===== src/rtl/inta_cycle_master.sv =====
// CPU-side interrupt-acknowledge initiator: issues the two INTA pulses to the PIC,
// captures the vector during pulse 2 and hands it to the core with valid/taken.
module inta_cycle_master #(
  parameter int PULSE_LOW = 2,
  parameter int GAP       = 1,
  parameter int TIMEOUT   = 8
) (
  input  logic       clk,
  input  logic       rst_n,
  input  logic       INT,
  input  logic       int_enable,
  input  logic [7:0] DATA_IN,
  input  logic       IV_ready,
  output logic       INTA,
  output logic [7:0] vector,
  output logic       vec_valid,
  input  logic       vec_taken,
  output logic       spurious,
  output logic [2:0] o_dbg_state
);

  localparam int MAXV = (PULSE_LOW > GAP) ?
                        ((PULSE_LOW > TIMEOUT) ? PULSE_LOW : TIMEOUT) :
                        ((GAP > TIMEOUT) ? GAP : TIMEOUT);
  localparam int CW = $clog2(MAXV + 1);
  localparam logic [CW:0] L_PL  = (CW+1)'(PULSE_LOW);
  localparam logic [CW:0] L_GAP = (CW+1)'(GAP);
  localparam logic [CW:0] L_TO  = (CW+1)'(TIMEOUT);

  typedef enum logic [2:0] {
    S_IDLE  = 3'd0,
    S_ACK1  = 3'd1,
    S_GAP1  = 3'd2,
    S_ACK2  = 3'd3,
    S_RECOV = 3'd4
  } state_t;

  // Handshake to the core: vec_valid rises with the closing INTA edge and
  // holds vector stable until an edge samples vec_taken=1 while valid.
  state_t          r_state;
  logic [CW-1:0]   r_cnt;
  logic            r_inta;
  logic [7:0]      r_vector;
  logic            r_vec_valid;
  logic            r_spurious;
  logic            r_got;

  state_t          w_state_nxt;
  logic [CW-1:0]   w_cnt_nxt;
  logic [CW:0]     w_elapsed;
  logic            w_inta_nxt;
  logic [7:0]      w_vector_nxt;
  logic            w_valid_nxt;
  logic            w_spurious_nxt;
  logic            w_got_nxt;

  // w_elapsed is the number of cycles spent in the current state including this one.
  assign w_elapsed = {1'b0, r_cnt} + (CW+1)'(1);

  always_comb begin
    w_state_nxt    = r_state;
    w_cnt_nxt      = w_elapsed[CW-1:0];
    w_inta_nxt     = r_inta;
    w_vector_nxt   = r_vector;
    w_valid_nxt    = r_vec_valid & ~vec_taken;
    w_spurious_nxt = 1'b0;
    w_got_nxt      = r_got;
    case (r_state)
      S_IDLE: begin
        w_inta_nxt = 1'b1;
        w_cnt_nxt  = '0;
        if (INT && int_enable && !r_vec_valid) begin
          w_state_nxt = S_ACK1;
          w_inta_nxt  = 1'b0;
        end
      end
      S_ACK1: begin
        if (w_elapsed >= L_PL) begin
          w_state_nxt = S_GAP1;
          w_inta_nxt  = 1'b1;
          w_cnt_nxt   = '0;
        end
      end
      S_GAP1: begin
        if (w_elapsed >= L_GAP) begin
          w_state_nxt = S_ACK2;
          w_inta_nxt  = 1'b0;
          w_cnt_nxt   = '0;
          w_got_nxt   = 1'b0;
        end
      end
      S_ACK2: begin
        // Timeout takes precedence over a capture arriving on the same edge.
        if (r_got && (w_elapsed >= L_PL)) begin
          w_state_nxt = S_RECOV;
          w_inta_nxt  = 1'b1;
          w_valid_nxt = 1'b1;
          w_cnt_nxt   = '0;
        end else if (!r_got && (w_elapsed >= L_TO)) begin
          w_state_nxt    = S_RECOV;
          w_inta_nxt     = 1'b1;
          w_spurious_nxt = 1'b1;
          w_cnt_nxt      = '0;
        end else if (!r_got && IV_ready) begin
          w_vector_nxt = DATA_IN;
          w_got_nxt    = 1'b1;
        end
      end
      S_RECOV: begin
        w_inta_nxt = 1'b1;
        if (w_elapsed >= L_GAP) begin
          w_state_nxt = S_IDLE;
          w_cnt_nxt   = '0;
        end
      end
      default: begin
        w_state_nxt = S_IDLE;
        w_inta_nxt  = 1'b1;
        w_cnt_nxt   = '0;
      end
    endcase
  end

  always_ff @(posedge clk or negedge rst_n) begin
    if (!rst_n) begin
      r_state     <= S_IDLE;
      r_cnt       <= '0;
      r_inta      <= 1'b1;
      r_vector    <= 8'h00;
      r_vec_valid <= 1'b0;
      r_spurious  <= 1'b0;
      r_got       <= 1'b0;
    end else begin
      r_state     <= w_state_nxt;
      r_cnt       <= w_cnt_nxt;
      r_inta      <= w_inta_nxt;
      r_vector    <= w_vector_nxt;
      r_vec_valid <= w_valid_nxt;
      r_spurious  <= w_spurious_nxt;
      r_got       <= w_got_nxt;
    end
  end

  assign INTA        = r_inta;
  assign vector      = r_vector;
  assign vec_valid   = r_vec_valid;
  assign spurious    = r_spurious;
  assign o_dbg_state = r_state;

endmodule

===== config.mk =====
export PLATFORM = sky130hd
export DESIGN_NAME = inta_cycle_master
export DESIGN_NICKNAME = d
export VERILOG_FILES = /design/src/rtl/inta_cycle_master.sv
export SDC_FILE = /design/constraint.sdc
export NUM_CORES = 1
export LEC_CHECK = 0
export ABC_AREA = 0
export CORE_MARGIN = 1.5
export CORE_UTILIZATION = 44
export CTS_CLUSTER_DIAMETER = 120
export DETAILED_ROUTE_END_ITERATION = 16
export GPL_TIMING_DRIVEN = 0
export PLACE_DENSITY = 0.77
export SYNTH_ARGS = -nofsm -noshare
export SYNTH_HDL_FRONTEND = slang
export SYNTH_SLANG_ARGS = --single-unit

===== constraint.sdc =====
create_clock -name clk -period 3.7 [get_ports clk]
set_input_delay 0.74 -clock clk [delete_from_list [all_inputs] [get_ports clk]]
set_output_delay 0.74 -clock clk [all_outputs]
set_load 0.01 [all_outputs]

== Word level (Yosys, flattened, before mapping) ==
Cells that the tools add are included.
Storage, ports and cells
  bits in registers: 19
  latch bits: 0
  bits in writable memories: 0
  bits in read-only memories: 0
  memories: 0
Operators by class
  $add $sub $neg: 1
  multiply operators: 0
  div/mod/pow operators: 0
  magnitude comparators: 3
  equal/unequal tests: 12
  shift operators: 0
  multiplexer cells: 27
  bitwise operators: 4
  reduce and logical (&&, ||, !) cells: 14
Operators by type and width (number)
  2-to-1 mux 3 bit: 6
  2-to-1 mux 4 bit: 4
  case mux 3 bit (5 select lines): 1
  inequality test 2 bit (second input constant): 7
  2-to-1 mux 1 bit: 13
  case mux 4 bit (3 select lines): 1
  AND reduction 5 bit: 2
  == test 3 x 2 -> 1 bit (second input constant): 2
  adder 4 x 1 -> 5 bit (second input constant): 1
  greater-or-equal comparator 5 x 1 -> 1 bit (second input constant): 1
  greater-or-equal comparator 5 x 2 -> 1 bit (second input constant): 1
  greater-or-equal comparator 5 x 4 -> 1 bit (second input constant): 1
  logical AND 1 bit: 5
  case mux 1 bit (4 select lines): 1
  AND reduction 4 bit: 1
  == test 3 x 1 -> 1 bit (second input constant): 1
  == test 3 bit (second input constant): 1
  logical NOT 3 bit: 1
  inequality test 3 bit (second input constant): 1
  NOT 1 bit: 3
  AND reduction 3 bit: 1
  logical NOT 1 bit: 2
  case mux 1 bit (2 select lines): 1
  nonzero test 2 bit: 1
  other kinds (2): 2

== Longest topological paths before layout ==
Gate-level depths: netlist of run 1.
  word-level depth: 6
  gate-level depth with buffers: 7
  gate-level depth less buffers: 7

== Least setup slack after synthesis of run 1 ==
OpenSTA, ideal clock, no wires.
  path type: register to register
  start: register r_cnt[0]
  end: register r_vector[0] (netlist: vector[0])
  setup time: 125 ps
  arrival time: 1655 ps
  data required time: 3575 ps
  path slack: 1920 ps
  stages on the path, launching flop included: 7
  path buffers: 1
  cell sequence: dfrtp_1 ha_1 nor3b_1 mux2_4 and3_4 buf_6 mux2_4
Between the ends
  cells in the longest elaborated chain, start to end: 5
  elaborated cells on any way between the ends: 8
  classes of those cells: add/sub: 1; order compare: 2; bitwise: 2; reduce/logical: 3
Ends and longest elaborated chain
  start: declaration: RTL line 41  | logic [CW-1:0] r_cnt;
  start signal: assignment: RTL line 135  | r_cnt <= w_cnt_nxt;
  adder 4 x 1 -> 5 bit (*): RTL line 58  | assign w_elapsed = {1'b0, r_cnt} + (CW+1)'(1);
  greater-or-equal comparator 5 x 4 -> 1 bit / greater-or-equal comparator 5 x 2 -> 1 bit (equally long branches): RTL line 99, 94
  logical AND 1 bit (on tied branches): RTL line 99, 94
  NOT 1 bit (no line)
  AND reduction 4 bit (no line) (*)
  end signal: assignment: RTL line 137  | r_vector <= w_vector_nxt;
  end: declaration: RTL line 43  | logic [7:0] r_vector;
Mark *: on every way between the ends. The rest lies on a longest branch, timed or not.
A chain may end at the register's enable or synchronous reset.

== Worst setup path after layout of run 1 ==
  start: register r_inta (netlist: INTA)
  end: output INTA
RTL lines
  start: declaration: RTL line 42  | logic r_inta;
  start signal: assignment: RTL line 136  | r_inta <= w_inta_nxt;
  end: declaration: RTL line 14  | output logic INTA,
No word-level cell between the ends.

==> results of run 1 <==
[synthesized netlist by cell type, types with 3 or more instances]
library cell | number | area, µm²
sky130_fd_sc_hd__nand2_1 | 5 | 18.8
sky130_fd_sc_hd__a31oi_1 | 3 | 18.8
sky130_fd_sc_hd__mux2_4 | 9 | 135
sky130_fd_sc_hd__a21oi_1 | 4 | 20.0
sky130_fd_sc_hd__inv_1 | 4 | 15.0
sky130_fd_sc_hd__ha_1 | 3 | 37.5
sky130_fd_sc_hd__o21ai_0 | 5 | 25.0
sky130_fd_sc_hd__nor2_1 | 6 | 22.5
sky130_fd_sc_hd__dfrtp_1 | 18 | 450
sky130_fd_sc_hd__nor3_1 | 4 | 20.0
[metrics by stage]
step / util [%] / cells
floorplan: - / 87
global placement: 59.9 / 142
CTS: 61.1 / 146
global route: 61.1 / 146
finish: 61.1 / 146
detailed placement: 59.9 / 142
[layer usage]
layer / part of all wire [%] / wire length, µm / vias to the layer above / global-route usage [%]
li1: - / - / 369 / -
met1: 44 / 871 / 383 / 25.0
met2: 47 / 932 / 42 / 27.0
met3: 8.7 / 174 / 2 / 3.57
met4: 0.70 / 14 / 0 / 5.41
met5: 0 / 0 / - / 0
[sequential cells by signal, indices dropped and copies added (netlist names)]
register	count
vec_valid	1
INTA	1
o_dbg_state	3
r_cnt	4
r_got	1
spurious	1
vector	8
[cells in the final DEF (no fill, tap or decap), types with 2 or more instances in the layout]
master / count
sky130_fd_sc_hd__a21o_1: 2
sky130_fd_sc_hd__nor3b_1: 2
sky130_fd_sc_hd__nor2_1: 6
sky130_fd_sc_hd__dfrtp_1: 18
sky130_fd_sc_hd__a21oi_1: 4
sky130_fd_sc_hd__nand2_1: 5
sky130_fd_sc_hd__mux2_4: 9
sky130_fd_sc_hd__nand3b_1: 2
sky130_fd_sc_hd__a31oi_1: 3
sky130_fd_sc_hd__inv_1: 4
sky130_fd_sc_hd__ha_1: 3
sky130_fd_sc_hd__clkbuf_4: 3
sky130_fd_sc_hd__clkdlybuf4s50_1: 27
sky130_fd_sc_hd__and3_4: 2
sky130_fd_sc_hd__nor3_1: 4
sky130_fd_sc_hd__nand2b_1: 2
sky130_fd_sc_hd__o21ai_0: 5
[cell type report]
cell class	count	area, µm²	area share (%)
well taps	28	35.0	2.64
repair buffers	27	270	20.4
inverters	4	15.0	1.13
clock inverters	1	5.00	0.377
plain buffers	3	20.0	1.51
clock buffers	3	22.5	1.70
flip-flops and latches	19	477	35.9
multi-input cells	61	482	36.3
[cell families (layout without fill, tap and decap cells)]
kind of cell               Yosys count  count (layout)  synth area share [%]
DFF                                 19              19                  48.0
AOI/OAI and AO/OA                   20              20                  13.0
other                                1               1                 0.377
adders and majority gates            3               3                  3.78
and+or+nand+nor                     27              27                  16.9
muxes                                9               9                  13.6
buffers and inverters                7              38                  3.53
xor gates and xnor gates             1               1                 0.882
[power groups by stage]
| stage | Clock [W] | Combinational (W) | Sequential (W) |
|---|---|---|---|
| final | 0.000104 | 0.000441 | 0.000344 |
| after global routing | 0.000117 | 0.000483 | 0.000355 |
| after CTS | 0.000106 | 0.000446 | 0.000343 |
| after detailed placement | 0 | 0.000443 | 0.000347 |
| after global placement | 0 | 0.000435 | 0.000341 |
| after floorplan | 0 | 0.000226 | 0.000370 |
[final timing paths]
path | start | to | slack [ns]
worst max-delay path | INTA | INTA | 1.58
worst min-delay path | vector[4] | vector[4] | 0.52
worst max register to register | r_cnt[0] | INTA | 1.68
worst min register to register | vector[4] | vector[4] | 0.52
max in group asynchronous | rst_n | r_cnt[3] | 2.29
min in group asynchronous | rst_n | vector[7] | 0.91
==> flow_summary.html, run 1 <==
<table>
<tr><th>Metric</th><th>Value</th></tr>
<tr><th colspan="2">Run status</th></tr>
<tr><td>Run status</td><td>complete, no violations</td></tr>
<tr><th colspan="2">Routing</th></tr>
<tr><td>Number of DRC markers after the initial detailed-route iteration</td><td>20</td></tr>
<tr><td>First-pass detailed-route iteration total</td><td>4</td></tr>
<tr><td>Average wire per standard cell</td><td>13.6 µm</td></tr>
<tr><td>Routed WL</td><td>1.99 mm</td></tr>
<tr><td>Post-route DRC</td><td>0</td></tr>
<tr><td>Total number of vias</td><td>796</td></tr>
<tr><td>Post-detailed-route via-to-cell ratio</td><td>5.45</td></tr>
<tr><td>Antenna-violating nets left</td><td>0</td></tr>
<tr><th colspan="2">Placement</th></tr>
<tr><td>Worst setup slack before clock tree synthesis</td><td>1.69 ns</td></tr>
<tr><td>Port-buffer cells</td><td>27</td></tr>
<tr><td>Cell area reported after detailed placement</td><td>0.00130 mm²</td></tr>
<tr><td>Gp weighted congestion</td><td>0.824</td></tr>
<tr><td>Detailed Place HPWL</td><td>1.47 mm</td></tr>
<tr><th colspan="2">Power and ir drop</th></tr>
<tr><td>Leak Pwr</td><td>0.564 nW</td></tr>
<tr><td>Worst vdd ir</td><td>0.000354 V</td></tr>
<tr><td>Share of total power in the clock network</td><td>11.7%</td></tr>
<tr><td>Comb power frac</td><td>49.6%</td></tr>
<tr><td>Total power divided by cell area</td><td>671 mW/mm²</td></tr>
<tr><td>Final Total Pwr</td><td>0.000889 W</td></tr>
<tr><td>Flop pwr share</td><td>38.7%</td></tr>
<tr><td>Switching Share</td><td>34.7%</td></tr>
<tr><td>Internal power consumption</td><td>0.000580 W</td></tr>
<tr><td>Switching component of the power</td><td>0.000309 W</td></tr>
<tr><th colspan="2">Die</th></tr>
<tr><td>Starting density of the core</td><td>45.8%</td></tr>
<tr><td>Die Span Y</td><td>50.5 µm</td></tr>
<tr><td>Floorplan core area</td><td>0.00217 mm²</td></tr>
<tr><td>Placement row count</td><td>17</td></tr>
<tr><td>Area enclosed by the die boundary</td><td>0.00255 mm²</td></tr>
<tr><td>Die Wd</td><td>50.5 µm</td></tr>
<tr><td>Boundary Pins</td><td>28</td></tr>
<tr><th colspan="2">Yosys</th></tr>
<tr><td>Count of warnings emitted by yosys</td><td>0</td></tr>
<tr><td>Sequential element share of the synthesized area</td><td>48.0%</td></tr>
<tr><td>Post-synthesis cell area</td><td>993 µm²</td></tr>
<tr><td>Seq cells post-synth</td><td>19</td></tr>
<tr><td>Commonest register cell after synthesis</td><td>sky130_fd_sc_hd__dfrtp_1</td></tr>
<tr><td>Synth Instances</td><td>87</td></tr>
<tr><td>Post-synth net total</td><td>104</td></tr>
<tr><td>Mean area per synthesized cell</td><td>11.4 µm²</td></tr>
<tr><td>Distinct cell type count of the synthesized netlist</td><td>31</td></tr>
<tr><td>Post-synth EDFFs</td><td>0</td></tr>
<tr><td>Ys async rst share</td><td>100%</td></tr>
<tr><th colspan="2">Timing</th></tr>
<tr><td>Period minus WS final</td><td>2.12 ns</td></tr>
<tr><td>RSZ-0062 raised after global routing</td><td>no</td></tr>
<tr><td>Final number of max-transition violations</td><td>0</td></tr>
<tr><td>Slew @ Worst Pin</td><td>0.815 ns</td></tr>
<tr><td>Final count of negative-setup-slack endpoints</td><td>0</td></tr>
<tr><td>Endpoints failing hold</td><td>0</td></tr>
<tr><td>Maximum clock frequency</td><td>471 MHz</td></tr>
<tr><td>Max-slew headroom at the worst pin</td><td>45.5%</td></tr>
<tr><td>Skew final</td><td>0.00120 ns</td></tr>
<tr><td>Sum of negative setup slack</td><td>0 ns</td></tr>
<tr><td>Final period utilization</td><td>57.4%</td></tr>
<tr><td>Worst slack on hold paths</td><td>0.522 ns</td></tr>
<tr><td>Post-layout worst setup margin</td><td>1.58 ns</td></tr>
<tr><th colspan="2">Layout</th></tr>
<tr><td>Final non-filler cell area</td><td>0.00133 mm²</td></tr>
<tr><td>Fraction of layout cells with a size suffix above 1</td><td>17.8%</td></tr>
<tr><td>Number of filler cells placed in the layout</td><td>188</td></tr>
<tr><td>Inserted Diodes</td><td>0</td></tr>
<tr><td>Syn-to-layout area delta</td><td>33.5%</td></tr>
<tr><td>Final #Nets</td><td>136</td></tr>
<tr><th colspan="2">CTS</th></tr>
<tr><td>Cts hold-fix bufs</td><td>0</td></tr>
<tr><td># Post-CTS Setup Buffers</td><td>0</td></tr>
<tr><td>Maximum level of the CTS H-tree</td><td>1</td></tr>
<tr><td>Inserted Clock Buffers</td><td>3</td></tr>
<tr><td>Post-CTS clock slew at the launch and capture registers of the worst setup and hold paths</td><td>0.11 ns</td></tr>
<tr><td>TritonCTS clock tree</td><td>done</td></tr>
<tr><td>Largest buffer count on any clock path</td><td>2</td></tr>
<tr><td>Total of cells resized after clock tree synthesis</td><td>0</td></tr>
<tr><td>Latest clock arrival within the worst-skew pair</td><td>0.29 ns</td></tr>
<tr><td>Root buffer selected by CTS</td><td>sky130_fd_sc_hd__clkbuf_4</td></tr>
<tr><td>Sinks on the clock net</td><td>19</td></tr>
<tr><th colspan="2">Worst setup path</th></tr>
<tr><td>Data arrival at the endpoint of the critical path</td><td>1.38 ns</td></tr>
<tr><td>Worst endpoint required time</td><td>2.96 ns</td></tr>
<tr><td>Crit path depth</td><td>1</td></tr>
<tr><td>Path depth of the worst reg2reg path</td><td>7</td></tr>
<tr><td>Buffer and inverter count on the worst path</td><td>1</td></tr>
<tr><td>Start-to-end type of the worst setup path</td><td>flip-flop to output pin</td></tr>
<tr><td>Category of the worst setup path launch point</td><td>flip-flop</td></tr>
<tr><td>Peak per-stage delay on the critical path</td><td>0.56 ns</td></tr>
<tr><td>Critical Path End Type</td><td>output pin</td></tr>
<tr><td>Top Family by Delay on Critical Path</td><td>flip-flops</td></tr>
<tr><td>Cell with the biggest individual delay on the critical path</td><td>sky130_fd_sc_hd__dfstp_2</td></tr>
<tr><td>Cell Chain, Critical Path</td><td>clkdlybuf4s50_1</td></tr>
<tr><td>Worst Path Max Fanout</td><td>3</td></tr>
<tr><th colspan="2">GRT</th></tr>
<tr><td>Via count of the first global-routing pass</td><td>737</td></tr>
<tr><td>Maximum number of pins on one net before global-route repair</td><td>20</td></tr>
<tr><td>Wire length of the first global-routing pass</td><td>3.39 mm</td></tr>
<tr><td>Number of antenna violations at the first check in global routing</td><td>0</td></tr>
<tr><td>Total Routing Usage GR</td><td>17.5%</td></tr>
<tr><td>Global route total overflow</td><td>0</td></tr>
<tr><th colspan="2">Job</th></tr>
<tr><td>Max-cap violations</td><td>0</td></tr>
<tr><th colspan="2">Worst hold path</th></tr>
<tr><td>Number of cells traversed by the worst hold path</td><td>1</td></tr>
<tr><td>Type of the most critical hold path</td><td>flip-flop to flip-flop</td></tr>
</table>
(Power assumes the default switching activity.)
==> inputs of run 2 (changes only) <==
- CORE_UTILIZATION: 44 -> 42
- PLACE_DENSITY: 0.77 -> 0.76
- clock period: 3.7 -> 1.8 ns (I/O delays scaled with it)
==> flow_summary.html, run 2 (synthesized netlist as in run 1, its figures left out) <==
<table>
<tr><th>Metric</th><th>Value</th></tr>
<tr><th colspan="2">Timing</th></tr>
<tr><td>Period minus WS final</td><td>1.77 ns</td></tr>
<tr><td>Final period utilization</td><td>98.2%</td></tr>
<tr><td>Endpoints failing hold</td><td>0 (unchanged)</td></tr>
<tr><td>Slew @ Worst Pin</td><td>0.829 ns (+0.0139 ns)</td></tr>
<tr><td>RSZ-0062 raised after global routing</td><td>yes</td></tr>
<tr><td>Skew final</td><td>0.00185 ns (+0.000643 ns)</td></tr>
<tr><td>Final count of negative-setup-slack endpoints</td><td>0 (unchanged)</td></tr>
<tr><td>Final number of max-transition violations</td><td>0 (unchanged)</td></tr>
<tr><td>Sum of negative setup slack</td><td>0 ns (unchanged)</td></tr>
<tr><td>Post-layout worst setup margin</td><td>0.0331 ns (-1.54 ns)</td></tr>
<tr><td>Max-slew headroom at the worst pin</td><td>44.6% (-0.93 points)</td></tr>
<tr><td>Maximum clock frequency</td><td>566 MHz</td></tr>
<tr><td>Worst slack on hold paths</td><td>0.517 ns (-0.00476 ns)</td></tr>
<tr><th colspan="2">Job</th></tr>
<tr><td>Max-cap violations</td><td>0 (unchanged)</td></tr>
<tr><th colspan="2">Layout</th></tr>
<tr><td>Number of filler cells placed in the layout</td><td>193 (+2.7%)</td></tr>
<tr><td>Syn-to-layout area delta</td><td>38.8%</td></tr>
<tr><td>Leading cell types in the layout, fill and taps excluded</td><td>26 x sky130_fd_sc_hd__clkdlybuf4s50_1, 17 x sky130_fd_sc_hd__dfrtp_1, 9 x sky130_fd_sc_hd__mux2_4</td></tr>
<tr><td>Largest register FFs</td><td>8 (unchanged)</td></tr>
<tr><td>Most common cell after layout, fill and taps aside</td><td>sky130_fd_sc_hd__clkdlybuf4s50_1</td></tr>
<tr><td>Inserted Diodes</td><td>0 (unchanged)</td></tr>
<tr><td>Post-route insts no fill</td><td>149 (+2.1%)</td></tr>
<tr><td>Fraction of layout cells with a size suffix above 1</td><td>22.3% (+4.5 points)</td></tr>
<tr><td>Final #Nets</td><td>139 (+2.2%)</td></tr>
<tr><td>Util after Layout</td><td>62.3% (+1.2 points)</td></tr>
<tr><th colspan="2">Worst hold path</th></tr>
<tr><td>Type of the most critical hold path</td><td>flip-flop to flip-flop</td></tr>
<tr><td>Hold wc startpoint</td><td>vector[2]</td></tr>
<tr><th colspan="2">Worst setup path</th></tr>
<tr><td>Peak per-stage delay on the critical path</td><td>0.45 ns (-0.11 ns)</td></tr>
<tr><td>Cell with the biggest individual delay on the critical path</td><td>sky130_fd_sc_hd__dfrtp_2</td></tr>
<tr><td>Worst endpoint required time</td><td>1.99 ns (-0.97 ns)</td></tr>
<tr><td>Category of the worst setup path launch point</td><td>flip-flop</td></tr>
<tr><td>Crit path from</td><td>r_cnt[0]</td></tr>
<tr><td>Library cell appearing most often on the critical path</td><td>sky130_fd_sc_hd__mux2_4</td></tr>
<tr><td>Start-to-end type of the worst setup path</td><td>flip-flop to flip-flop</td></tr>
<tr><td>Critical Path End Type</td><td>flip-flop</td></tr>
<tr><td>Reg2Reg Launch Point</td><td>r_cnt[0]</td></tr>
<tr><td>Worst Path Max Fanout</td><td>8 (+5)</td></tr>
<tr><td>Data arrival at the endpoint of the critical path</td><td>1.95 ns (+0.57 ns)</td></tr>
<tr><td>Cell Chain, Critical Path</td><td>ha_2, nor3b_2, mux2_4, and3_4, buf_6, mux2_4</td></tr>
<tr><th colspan="2">Placement</th></tr>
<tr><td>Port-buffer cells</td><td>27 (unchanged)</td></tr>
<tr><td>Total instance count after detailed placement</td><td>142 (unchanged)</td></tr>
<tr><td>Worst setup slack before clock tree synthesis</td><td>-0.172 ns (-1.86 ns)</td></tr>
<tr><td>Gp weighted congestion</td><td>0.799 (-3.0%)</td></tr>
<tr><td>Detailed Place HPWL</td><td>1.42 mm (-3.2%)</td></tr>
<tr><th colspan="2">Die</th></tr>
<tr><td>Area enclosed by the die boundary</td><td>0.00267 mm² (+4.5%)</td></tr>
<tr><td>Floorplan core area</td><td>0.00221 mm² (+2.0%)</td></tr>
<tr><td>Die Span Y</td><td>51.6 µm (+2.2%)</td></tr>
<tr><td>Placement row count</td><td>17 (unchanged)</td></tr>
<tr><td>Starting density of the core</td><td>44.9% (-0.88 points)</td></tr>
<tr><td>Die Wd</td><td>51.6 µm (+2.2%)</td></tr>
<tr><td>Boundary Pins</td><td>28 (unchanged)</td></tr>
<tr><th colspan="2">Routing</th></tr>
<tr><td>Number of DRC markers after the initial detailed-route iteration</td><td>5 (-75%)</td></tr>
<tr><td>Routed WL</td><td>2.07 mm (+4.0%)</td></tr>
<tr><td>Average wire per standard cell</td><td>13.9 µm (+1.9%)</td></tr>
<tr><td>Antenna-violating nets left</td><td>0 (unchanged)</td></tr>
<tr><td>First-pass detailed-route iteration total</td><td>4 (unchanged)</td></tr>
<tr><td>Total number of vias</td><td>782 (-1.8%)</td></tr>
<tr><td>Post-detailed-route via-to-cell ratio</td><td>5.25 (-3.7%)</td></tr>
<tr><td>Post-route DRC</td><td>0 (unchanged)</td></tr>
<tr><th colspan="2">CTS</th></tr>
<tr><td>Latest clock arrival within the worst-skew pair</td><td>0.29 ns (about the same)</td></tr>
<tr><td>Maximum level of the CTS H-tree</td><td>1 (unchanged)</td></tr>
<tr><td>Cts hold-fix bufs</td><td>0 (unchanged)</td></tr>
<tr><td>Sinks on the clock net</td><td>19 (unchanged)</td></tr>
<tr><td>Largest buffer count on any clock path</td><td>2 (unchanged)</td></tr>
<tr><td>TritonCTS clock tree</td><td>done</td></tr>
<tr><td>Root buffer selected by CTS</td><td>sky130_fd_sc_hd__clkbuf_4</td></tr>
<tr><td>Inserted Clock Buffers</td><td>3 (unchanged)</td></tr>
<tr><td>Post-CTS clock slew at the launch and capture registers of the worst setup and hold paths</td><td>0.10 ns (about the same)</td></tr>
<tr><th colspan="2">GRT</th></tr>
<tr><td>Wire length of the first global-routing pass</td><td>3.41 mm (+0.41%)</td></tr>
<tr><td>Met3 Usage GRT</td><td>2.30% (-1.3 points)</td></tr>
<tr><td>Global route total overflow</td><td>0 (unchanged)</td></tr>
<tr><td>Via count of the first global-routing pass</td><td>805 (+9.2%)</td></tr>
<tr><td>Global Route met1 Usage</td><td>21.5% (-3.5 points)</td></tr>
<tr><td>Global Route met2 Usage</td><td>28.4% (+1.4 points)</td></tr>
<tr><td>Number of antenna violations at the first check in global routing</td><td>0 (unchanged)</td></tr>
<tr><td>Total Routing Usage GR</td><td>17.0% (-0.58 points)</td></tr>
<tr><td>Global-route layer with the greatest usage</td><td>met2</td></tr>
<tr><td>Maximum number of pins on one net before global-route repair</td><td>20 (unchanged)</td></tr>
<tr><th colspan="2">Power and ir drop</th></tr>
<tr><td>Leak Pwr</td><td>0.588 nW (+4.2%)</td></tr>
<tr><td>Worst vdd ir</td><td>0.000703 V (+99%)</td></tr>
<tr><td>Total power divided by cell area</td><td>1390 mW/mm² (+110%)</td></tr>
<tr><th colspan="2">Run status</th></tr>
<tr><td>Run status</td><td>complete, no violations</td></tr>
</table>
-- run 2: cell types whose count changed in the layout (fill, tap and decap cells not counted), sizes merged --
cell / change
clkdlybuf4s50: -1
buf: +3
clkbuf: +1
clkinv: -1
dlymetal6s2s: +1
-- run 2: where the power goes --
group          internal (W)  switching (W)  total (W)
logic              0.000575       0.000424   0.000999
registers          0.000588       0.000114   0.000702
clock network     0.0000863       0.000124   0.000211
total               0.00125       0.000662    0.00191
-- run 2: layer usage --
layer,up-vias,part of all wire [%]
met5,-,0
li1,379,-
met3,4,6.0
met2,33,49
met1,366,44
met4,0,1.2
-- run 2: worst max-delay path, delay by kind of cell (launching register included) --
family	cells	cell delay, ns
AND/OR/NAND/NOR	2	0.35
flip-flops	1	0.45
buffers and inverters	1	0.15
adder cells (fa/ha/maj)	1	0.24
multiplexers	2	0.48
-- run 2: repair_timing --
item                       CTS  global route
buffers inserted             3             0
pin swaps                    0             1
setup endpoints to repair   16            13
gates resized for setup      4             3
-- run 2: path summary, 6_finish.rpt --
check | endpoint | slack (ns) | cells past startpoint
setup / recovery | vector[3] | 0.03 | 6
hold / removal | vector[2] | 0.52 | 1
setup reg to reg | vector[3] | 0.03 | 6
hold reg to reg | vector[2] | 0.52 | 1
max in group asynchronous | r_cnt[0] | 0.70 | 1
min in group asynchronous | spurious | 0.53 | 1
-- run 2: through the flow --
| step | total power, W | instance area, µm² |
|---|---|---|
| final | 0.00191 | 1380 |
| after global routing | 0.00205 | 1380 |
| after CTS | 0.00190 | 1360 |
| after detailed placement | 0.00162 | 1300 |
| after global placement | 0.00160 | 1300 |
| after floorplan | 0.00123 | 993 |
-- run 2: layout make-up --
type | instances | area (µm²) | area share (%)
buffer | 3 | 20.0 | 1.45
clock buffer | 4 | 26.3 | 1.91
inverter | 4 | 15.0 | 1.09
multi-input combinational | 61 | 509 | 36.9
sequential | 19 | 478 | 34.7
tap | 28 | 35.0 | 2.54
timing repair buffer | 30 | 295 | 21.4
